$ cat src/rtl/obi_mem_arbiter.sv
// obi_mem_arbiter
//   Shares one OBI-style memory port between a core's instruction port and
//   its data port. Data has fixed priority. Instr wins once it has lost
//   STARVE_LIMIT consecutive cycles. A small owner FIFO remembers who owns
//   each granted-but-unanswered transaction, so in-order mem responses can
//   be steered back to the right requester.
//
// Ports
//   clk_i, rst_i            clock, synchronous active-high reset
//   instr_*                 read-only request/response channel (req/addr/gnt/rvalid/rdata)
//   data_*                  read/write request/response channel
//   mem_*                   shared downstream port (req/addr/we/be/wdata -> gnt/rvalid/rdata)
//   err_o                   sticky flag: a mem response arrived with nothing outstanding
module obi_mem_arbiter #(
   parameter int ADDR_WIDTH      = 32,
   parameter int MAX_OUTSTANDING = 2,
   parameter int STARVE_LIMIT    = 4
) (
   input  logic                  clk_i,
   input  logic                  rst_i,
   input  logic                  instr_req_i,
   input  logic [ADDR_WIDTH-1:0] instr_addr_i,
   output logic                  instr_gnt_o,
   output logic                  instr_rvalid_o,
   output logic [31:0]           instr_rdata_o,
   input  logic                  data_req_i,
   input  logic [ADDR_WIDTH-1:0] data_addr_i,
   input  logic                  data_we_i,
   input  logic [3:0]            data_be_i,
   input  logic [31:0]           data_wdata_i,
   output logic                  data_gnt_o,
   output logic                  data_rvalid_o,
   output logic [31:0]           data_rdata_o,
   output logic                  mem_req_o,
   output logic [ADDR_WIDTH-1:0] mem_addr_o,
   output logic                  mem_we_o,
   output logic [3:0]            mem_be_o,
   output logic [31:0]           mem_wdata_o,
   input  logic                  mem_gnt_i,
   input  logic                  mem_rvalid_i,
   input  logic [31:0]           mem_rdata_i,
   output logic                  err_o
);

   typedef enum logic {SEL_INSTR = 1'b0, SEL_DATA = 1'b1} sel_e;

   localparam int PW = (MAX_OUTSTANDING > 1) ? $clog2(MAX_OUTSTANDING) : 1;
   localparam int CW = $clog2(MAX_OUTSTANDING + 1);
   localparam int SW = $clog2(STARVE_LIMIT + 1);
   localparam logic [CW-1:0] DEPTH = CW'(MAX_OUTSTANDING);
   localparam logic [SW-1:0] SLIM  = SW'(STARVE_LIMIT);
   localparam logic [PW-1:0] LAST  = PW'(MAX_OUTSTANDING - 1);

   logic          rst_q;       // keeps the port quiet for one cycle after reset
   logic          active;
   sel_e          owner_q [MAX_OUTSTANDING];
   logic [PW-1:0] wr_ptr_q, rd_ptr_q;
   logic [CW-1:0] cnt_q;
   logic [SW-1:0] starve_q;
   logic          lock_q;
   sel_e          lock_sel_q;
   logic          err_q;

   sel_e          sel;
   logic          full, empty, push, pop, spurious;

   always_comb begin
      active = !rst_i && !rst_q;
      full   = (cnt_q == DEPTH);
      empty  = (cnt_q == '0);

      // A request left ungranted is locked so the slave never sees it change.
      if (lock_q)                                sel = lock_sel_q;
      else if (starve_q == SLIM && instr_req_i)  sel = SEL_INSTR;
      else if (data_req_i)                       sel = SEL_DATA;
      else                                       sel = SEL_INSTR;

      // Full blocks even when a pop lands this cycle: the FIFO count is
      // registered, so the freed slot is usable only from the next cycle.
      mem_req_o   = active && !full && (lock_q || instr_req_i || data_req_i);
      push        = mem_req_o && mem_gnt_i;
      instr_gnt_o = push && (sel == SEL_INSTR);
      data_gnt_o  = push && (sel == SEL_DATA);

      mem_addr_o  = '0;
      mem_we_o    = 1'b0;
      mem_be_o    = 4'h0;
      mem_wdata_o = '0;
      if (active) begin
         if (sel == SEL_DATA) begin
            mem_addr_o  = data_addr_i;
            mem_we_o    = data_we_i;
            mem_be_o    = data_be_i;
            mem_wdata_o = data_wdata_i;
         end else begin
            mem_addr_o  = instr_addr_i;
            mem_be_o    = 4'hF;
         end
      end

      pop            = active && mem_rvalid_i && !empty;
      // During the post-reset quiet cycle the FIFO is already empty, so a
      // late response from before reset still gets flagged.
      spurious       = !rst_i && mem_rvalid_i && empty;
      instr_rvalid_o = pop && (owner_q[rd_ptr_q] == SEL_INSTR);
      data_rvalid_o  = pop && (owner_q[rd_ptr_q] == SEL_DATA);
      instr_rdata_o  = active ? mem_rdata_i : '0;
      data_rdata_o   = active ? mem_rdata_i : '0;
      err_o          = err_q;
   end

   always_ff @(posedge clk_i) begin
      rst_q <= rst_i;
      if (rst_i || rst_q) begin
         wr_ptr_q   <= '0;
         rd_ptr_q   <= '0;
         cnt_q      <= '0;
         starve_q   <= '0;
         lock_q     <= 1'b0;
         lock_sel_q <= SEL_INSTR;
      end else begin
         if (push) begin
            owner_q[wr_ptr_q] <= sel;
            wr_ptr_q          <= (wr_ptr_q == LAST) ? '0 : wr_ptr_q + 1'b1;
         end
         if (pop)
            rd_ptr_q <= (rd_ptr_q == LAST) ? '0 : rd_ptr_q + 1'b1;
         if (push && !pop)
            cnt_q <= cnt_q + 1'b1;
         else if (pop && !push)
            cnt_q <= cnt_q - 1'b1;

         if (instr_req_i && !instr_gnt_o) begin
            if (starve_q != SLIM)
               starve_q <= starve_q + 1'b1;
         end else begin
            starve_q <= '0;
         end

         if (mem_req_o) begin
            lock_q     <= !mem_gnt_i;
            lock_sel_q <= sel;
         end
      end

      if (rst_i)
         err_q <= 1'b0;
      else if (spurious)
         err_q <= 1'b1;
   end

endmodule

$ cat config.mk
export PLATFORM = sky130hd
export DESIGN_NAME = obi_mem_arbiter
export DESIGN_NICKNAME = d
export VERILOG_FILES = /design/src/rtl/obi_mem_arbiter.sv
export SDC_FILE = /design/constraint.sdc
export NUM_CORES = 1
export LEC_CHECK = 0
export BUFFER_PORTS_ARGS = -buffer_cell sky130_fd_sc_hd__buf_2
export CORE_AREA = 2 2 107 109
export DETAILED_ROUTE_END_ITERATION = 16
export DIE_AREA = 0 0 109 111
export GPL_TIMING_DRIVEN = 1
export SYNTH_ARGS = -nofsm -noshare
export SYNTH_HDL_FRONTEND = slang
export SYNTH_SLANG_ARGS = --single-unit
$ cat constraint.sdc
create_clock -name clk_i -period 2.55 [get_ports clk_i]
set_input_delay 0.1275 -clock clk_i [delete_from_list [all_inputs] [get_ports clk_i]]
set_output_delay 0.1275 -clock clk_i [all_outputs]
set_load 0.03 [all_outputs]
# Word level (Yosys, flattened, before mapping)
# Memories as Yosys holds them, arrays and structs flattened. A register that Yosys moved wholly into a read port is not among the register bits.
# Cells that the tools add are included.
# totals
in_bits	139
ramBits	2
latchBits	0
out_inout_bits	139
reg_bits	11
word_cells	71
memories	1
rom_bits	0
# op_classes
div	0
addsub	5
multipliers	0
reduce_logical	30
bitwise_logic	3
order_cmp	0
n_mux	21
n_eq_ne	3
shifts	0
# memory_table
memory	depth	word_bits	rd	rd_clocked_by_memory_dff	wr	line_no	text
owner_q	2	1	1	1	1	56	sel_e owner_q [MAX_OUTSTANDING];
# ops
cell	count
32-bit 2-to-1 mux	5
1-bit logical AND	16
1-bit 2-to-1 mux	12
1-bit zero test	8
4-bit 2-to-1 mux	2
2-bit 2-to-1 mux	2
3-bit by 1-bit adder with 3-bit output, second input constant	1
3-bit == test, second input constant	1
1-bit logical OR	3
3-bit inequality test, second input constant	1
1-bit inverter	3
1-bit adder, second input constant	2
2-bit by 1-bit adder with 2-bit output, second input constant	1
2-bit == test, second input constant	1
2-bit zero test	1
2-bit nonzero test	1
2-bit OR reduction	1
2-bit by 1-bit subtractor with 2-bit output, second input constant	1

# Logic depth before layout (Yosys ltp)
# Gate-level depths: netlist of the first run.
# depth
depth_word	10
ltp_mapped	7
depth_no_buf	7

# Worst setup path before layout of the first run
# OpenSTA, ideal clock, no wires.
# synth_path
path_kind	register to register
from	reg lock_q
to	reg cnt_q[1]
path_stages_with_launch	7
path_slack_ns	0.687
period_less_slack_ns	1.863
path_buffers	0
setup_time_ns	0.070
t_required_ns	2.480
arrival_ns	1.792
path_cell_list	dfxtp_1 > or3_4 > nand4_1 > inv_1 > ha_1 > or3_1 > a21oi_1
# synth_via
elab_chain_len	7
word_cells_on_any_way	9
cone_classes	mux (1); reduce/logical (8)
# synth_lines
item	line_no	text
start: declaration	60	logic lock_q;
start signal: assignment	141	lock_q <= !mem_gnt_i;
1-bit logical OR * (2 in a row)	80	mem_req_o = active && !full && (lock_q || instr_req_i || data_req_i);
1-bit logical AND *	80	
1-bit logical AND *	81	push = mem_req_o && mem_gnt_i;
named net push	65	logic full, empty, push, pop, spurious;
1-bit zero test	130	else if (pop && !push)
1-bit logical AND	130	
2-bit nonzero test (no source line)	-	
end signal: assignment	129	cnt_q <= cnt_q + 1'b1;
end signal: assignment	131	cnt_q <= cnt_q - 1'b1;
end: declaration	58	logic [CW-1:0] cnt_q;
# Mark *: on every way through the listed nets, which the timed path passes. The rest lies on a longest branch.
# A chain may end at the register's enable or synchronous reset.

# Worst setup path in the final report of the first run
# layout_path
from	reg starve_q[0]
to	out mem_addr_o[31]
# layout_via
elab_chain_len	6
# layout_lines
item	line_no	text
start: declaration	59	logic [SW-1:0] starve_q;
start signal: assignment	135	starve_q <= starve_q + 1'b1;
3-bit == test	74	else if (starve_q == SLIM && instr_req_i) sel = SEL_INSTR;
1-bit logical AND	74	
1-bit 2-to-1 mux	74	
1-bit 2-to-1 mux	73	if (lock_q) sel = lock_sel_q;
32-bit 2-to-1 mux	90	if (sel == SEL_DATA) begin
32-bit 2-to-1 mux	89	if (active) begin
end: declaration	35	output logic [ADDR_WIDTH-1:0] mem_addr_o,
# Every way passes these cells.

==> results.cfg, run 1 <==
[die]
io_pins = 278
die_h_um = 111
dieArea_um2 = 12100
design.core.area_um2 = 11100
die_w_um = 109
start_util = 0.176
rows = 39

[layout]
drive_gt1_frac = 0.571
area_growth_pct = 68.5
design_area_um2 = 3290
finalNetCount = 663
n_antenna_cell = 0

[drt]
route.met2.wl_um = 4820
drt_first_iter_violations = 243
via_count = 2821
drt-pass1-iter-count = 4
drc = 0
wl_met1_um = 3240
routedWlPerCell_um = 13.8
ant_nets = 0
postRouteWirelength_um = 9150
wl_met3_um = 1030
avgViaCountPerCell = 4.25
top_layer_used = met4

[timing]
fin_ws_ns = 0.466
final_max_slew_viol_count = 0
rsz0062_at_grt = no
hold_viol_final = 0
period_needed_ns = 2.08
setup_violations = 0
tightestPinTransition_ns = 0.511
slew-limit-headroom = 0.659
fmax_mhz = 480
setup_tns_ns = 0
fin_crit_sh = 0.817
fin_skew_ns = 0.000577

[yosys]
synth_edf_count = 2
synth_top_area_share = 0.135
synth_seq_area_share = 0.154
synthFlopType = dfxtp_1
synth_nets = 434
syn-cell-area_um2 = 1950
ys_types = 36
synth_top_area_cell = buf_4
synthesis.instances = 292
synth_area_leaders = buf_4 (13%), dfxtp_1 (12%), and2_1 (11%)
async_flop_share = 0
yosys_register_bits = 14
postSynthAreaPerCell_um2 = 6.68
ys_warn_count = 0

[power_and_ir_drop]
power_density_nw_per_um2 = 326
finalPower_mw = 1.07
ir_worst_vdd_mv = 0.201
power_leakage_nw = 2.03

[global_routing]
grt_pass1_vias = 2543
antenna_found_initial = 0
track_usage = 0.138
grt_pass1_wl_um = 13000
grt_overflow = 0
grt_max_degree = 73

[placed_design]
pre_cts_slack_ns = 0.580
port_buffers = 277
dp_hpwl_um = 7560
place.gp.congestion = 0.765
placed_cell_area_um2 = 3210

[worst_setup_path]
arrival_ns = 1.96
cp_slowest_stage_delay_ns = 0.58
reg2reg_depth = 6
reg2reg_from = lock_q
cpMaxStageDelayCell = and4b_2
crit_required_ns = 2.42
crit_fanout = 32
critical_path_class = flip-flop to primary output
critPathTopFamily = simple AND/OR/NAND/NOR gates
cp-startpoint = starve_q[0]
crit_path_start_kind = flip-flop
setup.worst_path.end_class = primary output
ff2ff_setup_slack_ns = 0.56
path_depth = 6
path_cells = inv_1, ha_1, and4b_2, o21ai_0, a21oi_1, buf_2
critPathBufInv = 2

[clocking]
cts_buffer_depth = 2
cts_root_buf = clkbuf_16
cts_buffers = 3
cts-hold-fix-buffers = 0
clk_pin_slew_worst_paths_ns = 0.04
insertion_delay_ns = 0.24
htree_num_levels = 1
cts_resized = 0
cts_tree = done
post-cts-setup-buffers = 0
cts.sinks = 14

[min_path]
worstHoldStart = rst_i
min_path_type = input pin to flip-flop
hold_path_depth = 1

[run_status]
status = completed

[flow_run]
maxCapViolCount = 0
path summary, 6_finish.rpt:
check                    to
min reg2reg           err_o
min                   rst_q
max reg2reg        cnt_q[1]
max          mem_addr_o[31]
cells in the final DEF (no fill, tap or decap), types with 2 or more instances in the layout:
cell,netlist,layout
o21ai_0,35,35
a21oi_1,36,36
mux2i_1,3,2
xor2_1,3,3
and2_1,33,33
buf_4,35,5
buf_2,6,277
edfxtp_1,2,2
dfxtp_1,12,12
clkbuf_16,0,3
ha_1,3,3
or2_2,2,2
nand2_1,3,3
o21a_1,4,4
inv_1,3,3
and3_1,33,33
a211oi_1,3,3
nand3_1,32,32
nor2_1,10,9
synth_stat cells, drive strengths merged (2+ instances only):
cell    number
buf         41
a21oi       36
and3        35
o21ai       35
and2        33
nand3       32
clkbuf      17
dfxtp       12
nor2        10
inv          4
nand2        4
o21a         4
a211oi       3
ha           3
mux2i        3
xor2         3
edfxtp       2
or2          2
or3          2
final cells by class:
cell class / count / area, µm²
clock buffer: 3 / 75.1
clock inverter: 1 / 3.75
fill: 1234 / 7790
inverter: 4 / 15.0
multi-input combinational: 216 / 1290
sequential: 14 / 300
tap: 143 / 179
timing repair buffer: 282 / 1420
layer usage:
metal | vias up | global-route usage
li1 | 1445 | -
met2 | 163 | 0.280
met4 | 0 | 0.0256
met5 | - | 0
met1 | 1209 | 0.136
met3 | 4 | 0.0341
report_power, final:
group	switching [mW]	internal, mW
logic	0.345	0.195
registers	0.00616	0.232
clock network	0.0867	0.207
worst register-to-register path: stages (launching register included):
cell	delay, ns
dfxtp_1	0.36
or3_4	0.44
nand4_1	0.20
inv_1	0.08
ha_1	0.33
or3_1	0.37
a21oi_1	0.14
sequential cells by signal, summed over array words and instances, names as in the netlist, named ones only:
signal / flops
cnt_q: 2
err_o: 1
lock_q: 1
lock_sel_q: 1
owner_q: 2
rd_ptr_q: 1
rst_q: 1
starve_q: 3
wr_ptr_q: 1
cell families (layout without fill, tap and decap cells):
logic type,Yosys count,in the layout,share of synthesized area
adders and majority gates,3,3,0.0192
AOI/OAI and AO/OA,80,80,0.217
xor gates and xnor gates,4,4,0.0180
DFF,14,14,0.154
and+or+nand+nor,125,125,0.379
muxes,4,4,0.0231
buffers and inverters,62,290,0.190
stage by stage:
stage | utilization | cells | hold slack [ns]
floorplan | - | 292 | 0.155
global placement | 0.290 | 659 | 0.312
detailed placement | 0.290 | 659 | 0.316
CTS | 0.297 | 663 | 0.0630
global route | 0.297 | 663 | 0.0670
finish | 0.297 | 663 | 0.0636
Note: power is estimated with default switching activity, not from simulation.
==> run 2, diff against run 1 <==
--- a/config.mk
+++ b/config.mk
@@ -5,6 +5,7 @@
 export SDC_FILE = /design/constraint.sdc
 export NUM_CORES = 1
 export LEC_CHECK = 0
+export ABC_AREA = 1
 export BUFFER_PORTS_ARGS = -buffer_cell sky130_fd_sc_hd__buf_2
 export CORE_AREA = 2 2 107 109
 export DETAILED_ROUTE_END_ITERATION = 16
==> constraint.sdc (replaced) <==
create_clock -name clk_i -period 1.7 [get_ports clk_i]
set_input_delay 0.085 -clock clk_i [delete_from_list [all_inputs] [get_ports clk_i]]
set_output_delay 0.085 -clock clk_i [all_outputs]
set_load 0.03 [all_outputs]
==> results.cfg, run 2 <==
[timing]
period_needed_ns = 1.73
tightestPinTransition_ns = 0.302
hold_slack_ns = 0.0354
fin_crit_sh = 1.02
rsz0062_at_grt = yes
fin_ws_ns = -0.0340
slew-limit-headroom = 0.799
fin_skew_ns = 0.00263
fmax_mhz = 577
setup_violations = 17
final_max_slew_viol_count = 0
hold_viol_final = 0
setup_tns_ns = -0.269

[yosys]
postSynthAreaPerCell_um2 = 5.26
yosys_register_bits = 14
synth_edf_count = 2
synth_nets = 520
ys_warn_count = 0
synth_top_area_cell = nor2_1
synth_seq_area_share = 0.151
synthesis.instances = 378
synth_top_area_share = 0.295
async_flop_share = 0
synth_area_leaders = nor2_1 (29%), buf_4 (13%), dfxtp_1 (12%)
ys_types = 26
synth_most_common_cell = nor2_1
yosys-top-cells-count = nor2_1 (156), inv_1 (49), nand2_1 (47)
syn-cell-area_um2 = 1990
synthFlopType = dfxtp_1

[worst_setup_path]
reg2reg_depth = 10
arrival_ns = 1.65
crit_path_start_kind = flip-flop
ff2ff_setup_slack_ns = 0.19
setup.worst_path.end_class = primary output
crit_fanout = 19
critical_path_class = flip-flop to primary output
crit_required_ns = 1.62
r2r_end = cnt_q[1]
reg2reg_from = rst_q

[layout]
final_cell_mix = buf_2 (214), nor2_1 (138), buf_4 (57)
largest_register_ffs = 3
design_area_um2 = 3720
finalNetCount = 762
area_growth_pct = 87.2
fin_util = 0.336
top_regs = starve_q x3, cnt_q x2, owner_q x2
top_register = starve_q
stdcell_count = 762
drive_gt1_frac = 0.532
layout_commonest_cell = buf_2
n_antenna_cell = 0

[die]
die_w_um = 109
rows = 39
die_h_um = 111
design.core.area_um2 = 11100
start_util = 0.179
dieArea_um2 = 12100
io_pins = 278

[placed_design]
placed_cell_area_um2 = 3290
place_inst = 755
port_buffers = 277
pre_cts_slack_ns = 0.113
dp_hpwl_um = 6710
place.gp.congestion = 0.842

[drt]
drc = 0
via_count = 3031
drt-pass1-iter-count = 4
postRouteWirelength_um = 8450
avgViaCountPerCell = 3.98
drt_first_iter_violations = 71
ant_nets = 0
routedWlPerCell_um = 11.1

[clocking]
cts_buffer_depth = 2
cts.sinks = 14
cts_buffers = 3
cts-hold-fix-buffers = 0
cts_tree = done
insertion_delay_ns = 0.24
cts_root_buf = clkbuf_16
htree_num_levels = 1
clk_pin_slew_worst_paths_ns = 0.05

[run_status]
status = finished, violations left
violations = setup timing

[min_path]
hold_end = rst_q
min_path_type = input pin to flip-flop
hold_path_depth = 1
worstHoldStart = rst_i

[power_and_ir_drop]
power_density_nw_per_um2 = 463
ir_worst_vdd_mv = 0.294
finalPower_mw = 1.72
power_leakage_nw = 2.24

[global_routing]
grt_max_degree = 51
grt_pass1_vias = 2535
antenna_found_initial = 0
track_usage = 0.122
grt_overflow = 0
grt_pass1_wl_um = 11900

[flow_run]
maxCapViolCount = 0
==> run 2: cell types whose count changed in the layout (fill, tap and decap cells not counted), moves of 13 or more <==
cell,previous run,this run
nor2_2,0,18
a21oi_1,36,5
nand3_1,32,1
nor2_1,9,138
and2_1,33,0
nand2_1,3,46
o21ai_0,35,19
buf_2,277,214
inv_1,3,47
o21ai_1,0,16
buf_4,5,57
buf_6,0,13
and3_1,33,0
==> run 2: area by class of cell <==
type,instances,area [µm²]
Clock buffer,3,75.1
Clock inverter,1,3.75
Fill cell,1215,7360
Inverter,51,199
Multi-Input combinational cell,260,1190
Sequential cell,14,303
Tap cell,143,179
Timing Repair Buffer,290,1770
==> run 2: logic make-up (layout without fill, tap and decap cells) <==
kind of cell / count (synthesis) / in the layout / share of synthesized area
AO/OA/AOI/OAI: 45 / 45 / 0.122
XOR/XNOR: 2 / 2 / 0.00882
adder cells (fa/ha/maj): 3 / 3 / 0.0189
buffers and inverters: 104 / 345 / 0.288
flip-flops: 14 / 14 / 0.151
AND/OR/NAND/NOR: 210 / 210 / 0.411
==> run 2: worst max path at each step <==
stage / start / cells after the start / endpoint
floorplan: starve_q[0] / 8 / mem_addr_o[14]
global placement: rst_q / 10 / cnt_q[1]
detailed placement: starve_q[0] / 10 / mem_addr_o[24]
CTS: starve_q[0] / 9 / mem_wdata_o[6]
global route: starve_q[1] / 9 / mem_wdata_o[23]
finish: starve_q[1] / 9 / mem_wdata_o[25]
==> run 2: timing repair <==
action / CTS / global route
setup endpoints to repair: 70 / 77
buffers inserted: 1 / 1
resized for setup: 65 / 74
pin swaps: 6 / 5
cloned: 1 / 0
==> run 2: where the power goes <==
part           switching [mW]  internal (mW)
clock network           0.133          0.311
logic                   0.569          0.359
registers             0.00529          0.346
total                   0.708           1.02
==> run 2: critical path, cell delays in order, from the launching register on <==
cell and delay (ns):
dfxtp_2 0.33, inv_2 0.05, ha_4 0.15, nand3_2 0.06, nand2_2 0.06, nand2_4 0.12, inv_8 0.06, bufbuf_16 0.29
nor2_1 0.10, buf_4 0.17
==> run 2: per-layer routing <==
metal  up-vias  part of all wire  GRT usage
met5         -                 0          0
met4         0             0.014     0.0265
met3        10             0.084     0.0147
met2       157              0.51      0.228
met1      1291              0.40      0.146
li1       1573                 -          -
